<file path="src/rtl/ripple_borrow_subtractor_seq.sv">
// Sequential unsigned subtractor: resolves CHUNK bits per cycle with a rippled borrow
// and returns {borrow, A-B} through a valid/ready handshake on both sides.
module ripple_borrow_subtractor_seq #(
    parameter int WIDTH = 16,
    parameter int CHUNK = 4
) (
    input  logic             i_clk,
    input  logic             i_rst,
    input  logic             i_valid,
    output logic             o_ready,
    input  logic [WIDTH-1:0] i_minuend,
    input  logic [WIDTH-1:0] i_subtrahend,
    output logic             o_valid,
    input  logic             i_ready,
    output logic [WIDTH:0]   o_result,
    output logic             o_busy
);

    // WIDTH must be a whole multiple of CHUNK.
    localparam int NCHUNK = WIDTH / CHUNK;
    localparam int IDX_W  = (NCHUNK > 1) ? $clog2(NCHUNK) : 1;
    localparam logic [IDX_W-1:0] LAST_IDX   = IDX_W'(NCHUNK - 1);
    localparam logic [WIDTH-1:0] CHUNK_MASK = WIDTH'({CHUNK{1'b1}});

    typedef enum logic [1:0] {
        IDLE = 2'd0,
        BUSY = 2'd1,
        DONE = 2'd2
    } state_t;

    // Ripple-borrow subtraction of one chunk; returns {borrow_out, difference}.
    function automatic logic [CHUNK:0] sub_chunk(
        input logic [CHUNK-1:0] a,
        input logic [CHUNK-1:0] b,
        input logic             bin
    );
        logic [CHUNK-1:0] d;
        logic             c;
        c = bin;
        d = {CHUNK{1'b0}};
        for (int i = 0; i < CHUNK; i++) begin
            d[i] = a[i] ^ b[i] ^ c;
            c    = (~a[i] & b[i]) | (~(a[i] ^ b[i]) & c);
        end
        return {c, d};
    endfunction

    state_t             state_r;
    logic [IDX_W-1:0]   idx_r;
    logic               borrow_r;
    logic [WIDTH-1:0]   a_r;
    logic [WIDTH-1:0]   b_r;
    logic [WIDTH-1:0]   diff_r;
    logic               ready_r;
    logic               valid_r;
    logic               busy_r;
    logic [WIDTH:0]     result_r;

    logic [31:0]        base_s;
    logic [CHUNK-1:0]   chunk_a_s;
    logic [CHUNK-1:0]   chunk_b_s;
    logic [CHUNK:0]     chunk_res_s;
    logic [WIDTH-1:0]   diff_next_s;

    // Select the active chunk, subtract it, and merge its bits into the difference.
    always_comb begin
        base_s      = 32'(idx_r) * 32'(CHUNK);
        chunk_a_s   = CHUNK'(a_r >> base_s);
        chunk_b_s   = CHUNK'(b_r >> base_s);
        chunk_res_s = sub_chunk(chunk_a_s, chunk_b_s, borrow_r);
        diff_next_s = (diff_r & ~(CHUNK_MASK << base_s))
                    | (WIDTH'(chunk_res_s[CHUNK-1:0]) << base_s);
    end

    // Control FSM with datapath registers and registered handshake outputs.
    always_ff @(posedge i_clk) begin
        if (i_rst) begin
            state_r  <= IDLE;
            idx_r    <= {IDX_W{1'b0}};
            borrow_r <= 1'b0;
            a_r      <= {WIDTH{1'b0}};
            b_r      <= {WIDTH{1'b0}};
            diff_r   <= {WIDTH{1'b0}};
            ready_r  <= 1'b1;
            valid_r  <= 1'b0;
            busy_r   <= 1'b0;
            result_r <= {(WIDTH+1){1'b0}};
        end else begin
            case (state_r)
                IDLE: begin
                    if (i_valid && ready_r) begin
                        a_r      <= i_minuend;
                        b_r      <= i_subtrahend;
                        borrow_r <= 1'b0;
                        idx_r    <= {IDX_W{1'b0}};
                        diff_r   <= {WIDTH{1'b0}};
                        ready_r  <= 1'b0;
                        busy_r   <= 1'b1;
                        state_r  <= BUSY;
                    end else begin
                        state_r  <= IDLE;
                    end
                end
                BUSY: begin
                    diff_r   <= diff_next_s;
                    borrow_r <= chunk_res_s[CHUNK];
                    idx_r    <= idx_r + IDX_W'(1);
                    if (idx_r == LAST_IDX) begin
                        result_r <= {chunk_res_s[CHUNK], diff_next_s};
                        valid_r  <= 1'b1;
                        busy_r   <= 1'b0;
                        state_r  <= DONE;
                    end else begin
                        state_r  <= BUSY;
                    end
                end
                DONE: begin
                    // No accept here: o_ready only rises on the cycle after the handshake.
                    if (i_ready) begin
                        result_r <= {(WIDTH+1){1'b0}};
                        valid_r  <= 1'b0;
                        ready_r  <= 1'b1;
                        state_r  <= IDLE;
                    end else begin
                        state_r  <= DONE;
                    end
                end
                default: begin
                    state_r  <= IDLE;
                    ready_r  <= 1'b1;
                    valid_r  <= 1'b0;
                    busy_r   <= 1'b0;
                    result_r <= {(WIDTH+1){1'b0}};
                end
            endcase
        end
    end

    assign o_ready  = ready_r;
    assign o_valid  = valid_r;
    assign o_busy   = busy_r;
    assign o_result = result_r;

endmodule

</file>
<file path="config.mk">
export PLATFORM = sky130hd
export DESIGN_NAME = ripple_borrow_subtractor_seq
export DESIGN_NICKNAME = d
export VERILOG_FILES = /design/src/rtl/ripple_borrow_subtractor_seq.sv
export SDC_FILE = /design/constraint.sdc
export NUM_CORES = 1
export LEC_CHECK = 0
export CAP_MARGIN = 15
export CORE_MARGIN = 5
export CORE_UTILIZATION = 47
export CTS_CLUSTER_DIAMETER = 100
export DETAILED_ROUTE_END_ITERATION = 16
export PLACE_DENSITY = 0.75
export REMOVE_ABC_BUFFERS = 1
export SYNTH_ARGS = -nofsm -noshare
export SYNTH_HDL_FRONTEND = slang
export SYNTH_SLANG_ARGS = --single-unit
</file>
<file path="constraint.sdc">
create_clock -name i_clk -period 3.05 [get_ports i_clk]
set_input_delay 0.61 -clock i_clk [delete_from_list [all_inputs] [get_ports i_clk]]
set_output_delay 0.61 -clock i_clk [all_outputs]
set_load 0.05 [all_outputs]
</file>
# Word-level counts from Yosys, hierarchy flattened
# Cells that the tools add are included.
word_totals:
  input_bits: 36
  reg_bits: 73
  elab_cells: 84
  output_inout_bits: 20
op_classes:
  mux: 21
  n_shift: 4
  n_bitwise: 34
  eq_ne: 6
  reduce_logical: 8
  addsub: 1
ops:
  columns: ["cell", "n"]
  rows:
  - ["case mux 17 bit (3 select lines)", 1]
  - ["two-way mux 17 bit", 2]
  - ["case mux 16 bit (2 select lines)", 1]
  - ["right shift 16 x 4 -> 4 bit", 2]
  - ["AND 16 bit", 1]
  - ["two-way mux 16 bit", 1]
  - ["NOT 16 bit", 1]
  - ["OR 16 bit", 1]
  - ["left shift 4 x 4 -> 16 bit", 1]
  - ["left shift 4 x 4 -> 16 bit, first input constant", 1]
  - ["NOT 1 bit", 11]
  - ["case mux 1 bit (3 select lines)", 3]
  - ["AND reduction 3 bit", 3]
  - ["AND 1 bit", 8]
  - ["XOR 1 bit", 8]
  - ["two-way mux 1 bit", 7]
  - ["two-way mux 2 bit", 3]
  - ["!= test 2 bit, second input constant", 3]
  - ["case mux 2 bit (3 select lines)", 1]
  - ["== test 2 bit, second input constant", 2]
  - ["OR 1 bit", 4]
  - ["case mux 2 bit (2 select lines)", 1]
  - ["AND reduction 2 bit", 2]
  - ["adder 2 x 1 -> 2 bit, second input constant", 1]
  - ["5 further kinds", 5]

# Longest topological paths before layout
# Gate-level depths: netlist of the first run.
depth:
  ltp_word: 14
  depth_mapped: 12
  depth_no_buf: 10

# Worst setup path after synthesis of the first run
# Ideal clock, no wire load.
synth_timing:
  kind: "register to register"
  start: "reg idx_r[0]"
  end: "reg result_r[11] (netlist: o_result[11])"
  n_path_buf: 2
  setup_ns: 0.086
  required_time_ns: 2.964
  arrival_time_ns: 3.060
  period_less_slack_ns: 3.145
  slack_ns: -0.095
  path_stages_with_launch: 12
  path_cell_list: "dfxtp_1 -> buf_4 -> mux4_2 -> inv_1 -> fa_1 -> inv_1 -> fa_1 -> fa_1 -> fa_1 -> clkbuf_1 -> nand2_1 -> a211oi_1"
synth_via:
  elab_chain_cells: 14
  elab_cells_between_ends: 32
  classes_between: "2 x eq/ne; 4 x shift; 2 x mux; 23 x bitwise; 1 x reduce/logical"
synth_lines:
  columns: ["element", "line_no", "source"]
  rows:
  - ["from (decl)", "49", "logic [IDX_W-1:0] idx_r;"]
  - ["from (signal assigned)", "79", "idx_r <= {IDX_W{1'b0}};"]
  - ["from (signal assigned)", "95", "idx_r <= {IDX_W{1'b0}};"]
  - ["from (signal assigned)", "107", "idx_r <= idx_r + IDX_W'(1);"]
  - ["right shift 16 x 4 -> 4 bit, on equally long branches", "68, 69", null]
  - ["XOR 1 bit", "43", "c = (~a[i] & b[i]) | (~(a[i] ^ b[i]) & c);"]
  - ["NOT 1 bit", "43", null]
  - ["AND 1 bit", "43", null]
  - ["OR 1 bit", "43", null]
  - ["AND 1 bit", "43", null]
  - ["OR 1 bit", "43", null]
  - ["AND 1 bit", "43", null]
  - ["OR 1 bit", "43", null]
  - ["XOR 1 bit", "42", "d[i] = a[i] ^ b[i] ^ c;"]
  - ["left shift 4 x 4 -> 16 bit", "72", "| (WIDTH'(chunk_res_s[CHUNK-1:0]) << base_s);"]
  - ["OR 16 bit", "72", null]
  - ["two-way mux 17 bit", "108", "if (idx_r == LAST_IDX) begin"]
  - ["case mux 17 bit (3 select lines)", "89", "case (state_r)"]
  - ["to (signal assigned)", "87", "result_r <= {(WIDTH+1){1'b0}};"]
  - ["to (signal assigned)", "109", "result_r <= {chunk_res_s[CHUNK], diff_next_s};"]
  - ["to (signal assigned)", "120", "result_r <= {(WIDTH+1){1'b0}};"]
  - ["to (decl)", "57", "logic [WIDTH:0] result_r;"]
# Several ways; a longest one is shown, not always the timed one. The select of a mux whose other input is x is not followed.
# A chain may end at the register's enable or synchronous reset.

# Final worst setup path of the first run
# Same ends and word-level chain as after synthesis.

==> impl_metrics.prom, run 1 <==
# TYPE chip_impl_metric gauge
chip_impl_metric{name="asyncSetResetFlopFracSynth",unit=""} 0
chip_impl_info{name="layout.cells.most_common",value="sky130_fd_sc_hd__nand2_1"} 1
chip_impl_metric{name="detail_route.first_pass.iterations",unit=""} 4
chip_impl_metric{name="dpl.hpwl",unit="µm"} 4940
chip_impl_metric{name="setup-tns-final",unit="ns"} 0
chip_impl_metric{name="first_global_vias",unit=""} 2449
chip_impl_metric{name="worstSetupPathDepth",unit=""} 9
chip_impl_metric{name="cts_htree_levels",unit=""} 3
chip_impl_metric{name="tightest_slew",unit="ns"} 0.691
chip_impl_metric{name="grt_use_total",unit=""} 0.171
chip_impl_info{name="worst_path_max_delay_cell",value="sky130_fd_sc_hd__fa_2"} 1
chip_impl_metric{name="inserted_clock_buffers",unit=""} 9
chip_impl_metric{name="fin_skew",unit="ns"} 0.00581
chip_impl_metric{name="vias",unit=""} 2563
chip_impl_metric{name="setup_viol",unit=""} 0
chip_impl_metric{name="finalCriticalPeriod",unit="ns"} 2.88
chip_impl_metric{name="final-hold-violation-count",unit=""} 0
chip_impl_info{name="cts_tree",value="yes"} 1
chip_impl_metric{name="crit_path_max_fanout",unit=""} 7
chip_impl_info{name="worst_r2r_startpoint",value="idx_r[0]"} 1
chip_impl_metric{name="post_route_cells_drive_above_1_share",unit=""} 0.105
chip_impl_info{name="worstPathCellList",value="mux4_2, inv_1, fa_1, inv_1, fa_1, fa_2, fa_2, nand2_1, a211oi_1"} 1
chip_impl_metric{name="placementRows",unit=""} 30
chip_impl_metric{name="postSynthRegisterBits",unit=""} 69
chip_impl_info{name="critPathLaunchType",value="flip-flop"} 1
chip_impl_metric{name="finalNetCount",unit=""} 439
chip_impl_metric{name="initialDrtViolationCount",unit=""} 153
chip_impl_info{name="yosys_most_used_dff",value="sky130_fd_sc_hd__dfxtp_1"} 1
chip_impl_metric{name="die_w",unit="µm"} 92.2
chip_impl_metric{name="wire_length_of_the_first_global_routing_pass",unit="µm"} 11700
chip_impl_metric{name="worst_path_largest_cell_delay",unit="ns"} 0.64
chip_impl_metric{name="maxCapViolations",unit=""} 0
chip_impl_metric{name="largest_net_degree_at_the_start_of_global_routing",unit=""} 39
chip_impl_metric{name="n_antenna_cell",unit=""} 0
chip_impl_metric{name="design.core.area",unit="µm²"} 6680
chip_impl_metric{name="max_slew_margin",unit=""} 0.539
chip_impl_metric{name="p_per_area",unit="nW/µm²"} 536
chip_impl_info{name="critical_path.startpoint",value="idx_r[0]"} 1
chip_impl_metric{name="detail_route.drc_violations",unit=""} 0
chip_impl_metric{name="cp.buffers_inverters",unit=""} 2
chip_impl_metric{name="clock_sink_count",unit=""} 69
chip_impl_metric{name="reg2regPathDepth",unit=""} 9
chip_impl_info{name="setup.worst_path.end",value="o_result[11]"} 1
chip_impl_info{name="cts.root.buffer_cell",value="sky130_fd_sc_hd__clkbuf_8"} 1
chip_impl_info{name="outcome",value="completed"} 1
chip_impl_metric{name="cts_max_path_buffers",unit=""} 2
chip_impl_metric{name="netlist_area",unit="µm²"} 3180
chip_impl_metric{name="max_freq",unit="MHz"} 347
chip_impl_metric{name="syn2layout_area_growth",unit="%"} 22.3
chip_impl_metric{name="die_y",unit="µm"} 92.2
chip_impl_metric{name="peakVddDrop",unit="V"} 0.000286
chip_impl_metric{name="io_pins",unit=""} 56
chip_impl_metric{name="synth_cell_types",unit=""} 42
chip_impl_metric{name="drtAntennaViolNets",unit=""} 0
chip_impl_metric{name="total_leakage_power",unit="nW"} 1.35
chip_impl_metric{name="critPathArrivalTime",unit="ns"} 3.14
chip_impl_metric{name="post-synth-top-area-fraction",unit=""} 0.435
chip_impl_metric{name="synth_sequential_area_ratio",unit=""} 0.435
chip_impl_metric{name="place.gp.congestion",unit=""} 0.837
chip_impl_metric{name="cp_data_required_time",unit="ns"} 3.30
chip_impl_metric{name="starting_density_of_the_core",unit=""} 0.476
chip_impl_info{name="critical_path.top_delay_family",value="adder cells"} 1
chip_impl_info{name="rsz_0062_raised_after_global_routing",value="no"} 1
chip_impl_info{name="timing.rr.end",value="o_result[11]"} 1
chip_impl_metric{name="gr-total-overflow",unit=""} 0
chip_impl_metric{name="wire_per_inst",unit="µm"} 14.5
chip_impl_info{name="synthDominantAreaCellType",value="sky130_fd_sc_hd__dfxtp_1"} 1
chip_impl_metric{name="fillCellCount",unit=""} 611
chip_impl_info{name="critical_path.endpoint_type",value="flip-flop"} 1
chip_impl_info{name="post_synth_main_area_contributors",value="sky130_fd_sc_hd__dfxtp_1 43%, sky130_fd_sc_hd__nand2_1 9.0%, sky130_fd_sc_hd__a21oi_1 7.2%, sky130_fd_sc_hd__mux4_2 5.0%, sky130_fd_sc_hd__o2bb2ai_1 3.3%"} 1
chip_impl_metric{name="detail_route.vias_per_cell",unit=""} 5.34
chip_impl_metric{name="fp.dieArea",unit="µm²"} 8510
chip_impl_metric{name="wirelength",unit="µm"} 6950
chip_impl_metric{name="synthesis.yosys.warnings",unit=""} 0
chip_impl_metric{name="drv_slew",unit=""} 0
chip_impl_metric{name="hold_ws",unit="ns"} 0.455
chip_impl_metric{name="antenna_found_initial",unit=""} 0
chip_impl_metric{name="clk_pin_slew",unit="ns"} 0.07
chip_impl_metric{name="period_share",unit=""} 0.945
chip_impl_metric{name="finish.utilization",unit=""} 0.582
chip_impl_metric{name="place.port_buffers",unit=""} 55
chip_impl_metric{name="worst-r2r-setup-slack",unit="ns"} 0.17
chip_impl_metric{name="postSynthAreaPerCell",unit="µm²"} 8.98
chip_impl_metric{name="insertion_delay",unit="ns"} 0.34
chip_impl_metric{name="synth-edff-count",unit=""} 0
chip_impl_info{name="final_cell_mix",value="76 x sky130_fd_sc_hd__nand2_1, 68 x sky130_fd_sc_hd__dfxtp_1, 54 x sky130_fd_sc_hd__clkdlybuf4s50_1"} 1
chip_impl_info{name="holdCritPathClass",value="flip-flop to flip-flop"} 1
chip_impl_info{name="worstSetupPathType",value="flip-flop to flip-flop"} 1
chip_impl_metric{name="netlist_instances",unit=""} 354
## power by group
group          leakage [nW]  switching [mW]  internal [mW]
Clock                 0.112           0.338          0.441
Sequential            0.562          0.0279          0.940
Combinational         0.676           0.188          0.148
Total                  1.35           0.554           1.53
## cells in the mapped netlist, types with 2 or more instances
cell type and n:
sky130_fd_sc_hd__dfxtp_1 69, sky130_fd_sc_hd__ha_1 4, sky130_fd_sc_hd__a2bb2oi_1 2, sky130_fd_sc_hd__clkbuf_1 14, sky130_fd_sc_hd__a21oi_1 46, sky130_fd_sc_hd__clkbuf_8 4, sky130_fd_sc_hd__inv_1 10, sky130_fd_sc_hd__and4bb_2 2
sky130_fd_sc_hd__o21a_1 2, sky130_fd_sc_hd__and2b_1 2, sky130_fd_sc_hd__o31ai_1 2, sky130_fd_sc_hd__nor3_1 5, sky130_fd_sc_hd__nor2_1 6, sky130_fd_sc_hd__a31oi_1 2, sky130_fd_sc_hd__nor3b_1 2, sky130_fd_sc_hd__nand3_1 13
sky130_fd_sc_hd__o211ai_1 4, sky130_fd_sc_hd__nor2b_1 11, sky130_fd_sc_hd__o21ai_0 11, sky130_fd_sc_hd__nand2_1 76, sky130_fd_sc_hd__o2bb2ai_1 12, sky130_fd_sc_hd__nand2b_1 11, sky130_fd_sc_hd__a21oi_2 4, sky130_fd_sc_hd__mux4_2 7
sky130_fd_sc_hd__buf_6 2, sky130_fd_sc_hd__fa_1 4, sky130_fd_sc_hd__a211oi_1 4, sky130_fd_sc_hd__buf_4 4, sky130_fd_sc_hd__buf_2 6
## worst min-delay path by stage
stage                 start  cells past startpoint  endpoint
floorplan           a_r[11]                      2   a_r[11]
global placement    a_r[11]                      2   a_r[11]
detailed placement   a_r[0]                      2    a_r[0]
CTS                  a_r[0]                      2    a_r[0]
global route        a_r[15]                      2   a_r[15]
finish               a_r[0]                      2    a_r[0]
## worst min-delay path: cells and delay by family, from the launching register on
kind	cells	cell delay, ns
AOI/OAI and AO/OA	1	0.05
DFF	1	0.31
and+or+nand+nor	1	0.05
## kinds of logic after synthesis
family	after synthesis	synth area share
DFF	69	0.435
AOI/OAI and AO/OA	92	0.180
muxes	8	0.0579
adders and majority gates	8	0.0409
and+or+nand+nor	137	0.215
buffers and inverters	40	0.0717
## sequential cells by signal, indices dropped and copies added, names as in the netlist
name,cells
b_r,16
state_r,2
o_busy,1
o_valid,1
o_ready,1
a_r,16
o_result,17
borrow_r,1
diff_r,12
idx_r,2
## timing repair
item	CTS	global route
setup endpoints to repair	0	4
gates resized for setup	0	3
hold buffers	0	0
buffers inserted	0	0
endpoints found under the hold margin	0	0
## layer usage
layer | share of wire | vias to the layer above | track usage
li1 | - | 1301 | -
met1 | 0.47 | 1195 | 0.227
met2 | 0.47 | 58 | 0.262
met3 | 0.050 | 9 | 0.0525
met4 | 0.012 | 0 | 0.0668
met5 | 0 | - | 0
## stage by stage
| step | worst slack (ns) | instances | power [mW] | area [µm²] |
|---|---|---|---|---|
| 6_report | 0.167 | 480 | 2.08 | 3890 |
| 5_1_grt | 0.00443 | 480 | 2.18 | 3890 |
| 4_1_cts | 0.0616 | 480 | 2.09 | 3880 |
| 3_5_place_dp | 0.0740 | 464 | 1.32 | 3670 |
| 3_3_place_gp | 0.166 | 464 | 1.31 | 3670 |
| 2_1_floorplan | -0.0522 | 324 | 1.18 | 2990 |
## final cells by class
class,instances,area (µm²),share of cell area
Sequential cell,69,1380,0.356
Clock inverter,4,45.0,0.0116
Clock buffer,12,165,0.0425
Inverter,10,37.5,0.00966
Multi-Input combinational cell,245,1570,0.405
Tap cell,80,100,0.0257
Timing Repair Buffer,60,583,0.150
(Power assumes the default switching activity.)
==> inputs of run 2 (changes only) <==
--- a/config.mk
+++ b/config.mk
@@ -6,6 +6,7 @@
 export NUM_CORES = 1
 export LEC_CHECK = 0
 export CAP_MARGIN = 15
+export CORE_ASPECT_RATIO = 1.2
 export CORE_MARGIN = 5
 export CORE_UTILIZATION = 47
 export CTS_CLUSTER_DIAMETER = 100
@@ -15,3 +16,4 @@
 export SYNTH_ARGS = -nofsm -noshare
 export SYNTH_HDL_FRONTEND = slang
 export SYNTH_SLANG_ARGS = --single-unit
+export TNS_END_PERCENT = 30
==> impl_metrics.prom, run 2 (synthesized netlist as in run 1, its figures left out) <==
# TYPE chip_impl_metric gauge
chip_impl_metric{name="fp.dieArea",unit="µm²"} 8510
chip_impl_metric{name="insertion_delay",unit="ns"} 0.34
chip_impl_metric{name="syn2layout_area_growth",unit="%"} 24.1
chip_impl_metric{name="peakVddDrop",unit="V"} 0.000318
chip_impl_metric{name="fin_skew",unit="ns"} 0.00667
chip_impl_metric{name="dpl.hpwl",unit="µm"} 4780
chip_impl_metric{name="worst_path_largest_cell_delay",unit="ns"} 0.62
chip_impl_metric{name="largest_net_degree_at_the_start_of_global_routing",unit=""} 43
chip_impl_info{name="timing.rr.end",value="diff_r[3]"} 1
chip_impl_metric{name="multi_input_comb_area",unit="µm²"} 1570
chip_impl_metric{name="cts_max_path_buffers",unit=""} 2
chip_impl_metric{name="largest_register_ffs",unit=""} 17
chip_impl_metric{name="final.setup.worst_slack",unit="ns"} 0.182
chip_impl_metric{name="place.gp.congestion",unit=""} 0.833
chip_impl_metric{name="setup-tns-final",unit="ns"} 0
chip_impl_metric{name="tightest_slew",unit="ns"} 0.657
chip_impl_info{name="cts_tree",value="yes"} 1
chip_impl_info{name="worstHoldEndpoint",value="a_r[13]"} 1
chip_impl_info{name="outcome",value="completed"} 1
chip_impl_metric{name="first_global_vias",unit=""} 2410
chip_impl_metric{name="place.port_buffers",unit=""} 55
chip_impl_metric{name="grt_use_total",unit=""} 0.170
chip_impl_info{name="layout.cells.most_common",value="sky130_fd_sc_hd__nand2_1"} 1
chip_impl_metric{name="maxCapViolations",unit=""} 0
chip_impl_metric{name="drv_slew",unit=""} 0
chip_impl_metric{name="minimum_setup_slack_after_placement",unit="ns"} 0.0982
chip_impl_metric{name="post_route_cells_drive_above_1_share",unit=""} 0.100
chip_impl_metric{name="final-hold-violation-count",unit=""} 0
chip_impl_metric{name="wire_length_of_the_first_global_routing_pass",unit="µm"} 11600
chip_impl_info{name="critical_path.endpoint_type",value="flip-flop"} 1
chip_impl_metric{name="inserted_clock_buffers",unit=""} 9
chip_impl_info{name="critPathLaunchType",value="flip-flop"} 1
chip_impl_metric{name="wirelength",unit="µm"} 6990
chip_impl_metric{name="cp_data_required_time",unit="ns"} 3.32
chip_impl_info{name="rsz_0062_raised_after_global_routing",value="no"} 1
chip_impl_metric{name="io_pins",unit=""} 56
chip_impl_info{name="worst_path_max_delay_cell",value="sky130_fd_sc_hd__fa_2"} 1
chip_impl_metric{name="total_leakage_power",unit="nW"} 1.37
chip_impl_metric{name="n_antenna_cell",unit=""} 0
chip_impl_metric{name="finalNetCount",unit=""} 439
chip_impl_metric{name="worst-r2r-setup-slack",unit="ns"} 0.18
chip_impl_info{name="cts.root.buffer_cell",value="sky130_fd_sc_hd__clkbuf_8"} 1
chip_impl_metric{name="cts_htree_levels",unit=""} 3
chip_impl_metric{name="cts.hold.buffers_added",unit=""} 0
chip_impl_metric{name="setup_viol",unit=""} 0
chip_impl_metric{name="starting_density_of_the_core",unit=""} 0.487
chip_impl_metric{name="die_y",unit="µm"} 100
chip_impl_metric{name="p_per_area",unit="nW/µm²"} 580
chip_impl_metric{name="wire_per_inst",unit="µm"} 14.4
chip_impl_metric{name="design.core.area",unit="µm²"} 6530
chip_impl_metric{name="detail_route.first_pass.iterations",unit=""} 6
chip_impl_metric{name="critPathArrivalTime",unit="ns"} 3.14
chip_impl_metric{name="placementRows",unit=""} 32
chip_impl_metric{name="gr-total-overflow",unit=""} 0
chip_impl_metric{name="holdPathStages",unit=""} 2
chip_impl_metric{name="vias",unit=""} 2579
chip_impl_metric{name="fillCellCount",unit=""} 576
chip_impl_metric{name="drtAntennaViolNets",unit=""} 0
chip_impl_metric{name="sequential_cell_area",unit="µm²"} 1380
chip_impl_metric{name="antenna_found_initial",unit=""} 0
chip_impl_info{name="hold_path.startpoint",value="a_r[13]"} 1
chip_impl_metric{name="max_freq",unit="MHz"} 349
chip_impl_info{name="worstPathCellList",value="mux4_2, inv_1, fa_1, inv_1, fa_1, fa_2, fa_2, buf_4, nand3_1, o21ai_0"} 1
chip_impl_info{name="worst_r2r_startpoint",value="idx_r[0]"} 1
chip_impl_info{name="worstSetupPathType",value="flip-flop to flip-flop"} 1
chip_impl_metric{name="initialDrtViolationCount",unit=""} 194
chip_impl_metric{name="die_w",unit="µm"} 85.1
chip_impl_metric{name="reg2regPathDepth",unit=""} 10
chip_impl_info{name="final_cell_mix",value="76 x sky130_fd_sc_hd__nand2_1, 68 x sky130_fd_sc_hd__dfxtp_1, 54 x sky130_fd_sc_hd__clkdlybuf4s50_1"} 1
chip_impl_metric{name="crit_path_max_fanout",unit=""} 6
chip_impl_info{name="holdCritPathClass",value="flip-flop to flip-flop"} 1
chip_impl_metric{name="clk_pin_slew",unit="ns"} 0.07
chip_impl_metric{name="finalCriticalPeriod",unit="ns"} 2.87
chip_impl_metric{name="clock_sink_count",unit=""} 69
chip_impl_metric{name="max_slew_margin",unit=""} 0.562
chip_impl_metric{name="detail_route.drc_violations",unit=""} 0
chip_impl_metric{name="detail_route.vias_per_cell",unit=""} 5.33
chip_impl_metric{name="period_share",unit=""} 0.940
[run 2: per-layer routing]
metal	vias up	global-route usage	wire length, µm
li1	1293	-	-
met1	1202	0.212	3100
met2	72	0.280	3350
met3	12	0.0369	396
met4	0	0.0816	142
met5	-	0	0
[run 2: repair_timing]
action | 4_1_cts | 5_1_grt
endpoints found under the hold margin | 0 | 0
gates resized for setup | 0 | 3
setup endpoints to repair | 0 | 4
setup buffers | 0 | 1
[run 2: critical path, delay by kind of cell (launching register included)]
family	cells	cell delay [ns]
adders and majority gates	4	1.54
muxes	1	0.51
DFF	1	0.35
buffers and inverters	3	0.27
AOI/OAI and AO/OA	1	0.08
and+or+nand+nor	1	0.05
[run 2: worst max-delay path by stage]
stage               startpoint           end  slack (ns)  cells past startpoint
floorplan             idx_r[0]  o_result[11]       -0.05                      9
CTS                   idx_r[0]  o_result[11]        0.05                      9
global placement      idx_r[0]  o_result[11]        0.16                      9
detailed placement    idx_r[0]  o_result[11]         0.1                      9
global route          idx_r[0]  o_result[11]        0.02                      9
finish                idx_r[0]     diff_r[3]        0.18                     10
[run 2: cell type report]
type | count | share of cell area
Tap cell | 85 | 0.0270
Multi-Input combinational cell | 245 | 0.399
Sequential cell | 69 | 0.350
Clock buffer | 11 | 0.0358
Timing Repair Buffer | 60 | 0.148
Clock inverter | 4 | 0.0304
Inverter | 10 | 0.00951
[run 2: through the flow]
stage,hold slack [ns],utilization,instances,power (mW),instance area (µm²)
global placement,0.442,0.562,468,1.31,3670
global route,0.473,0.604,484,2.38,3950
floorplan,0.425,-,324,1.18,2990
CTS,0.454,0.602,483,2.29,3930
finish,0.454,0.604,484,2.29,3950
detailed placement,0.445,0.562,468,1.32,3670
[run 2: power by group]
group	internal, mW	leakage (nW)	switching (mW)
clock network	0.644	0.130	0.332
registers	0.941	0.562	0.0279
logic	0.152	0.675	0.189
total	1.74	1.37	0.549
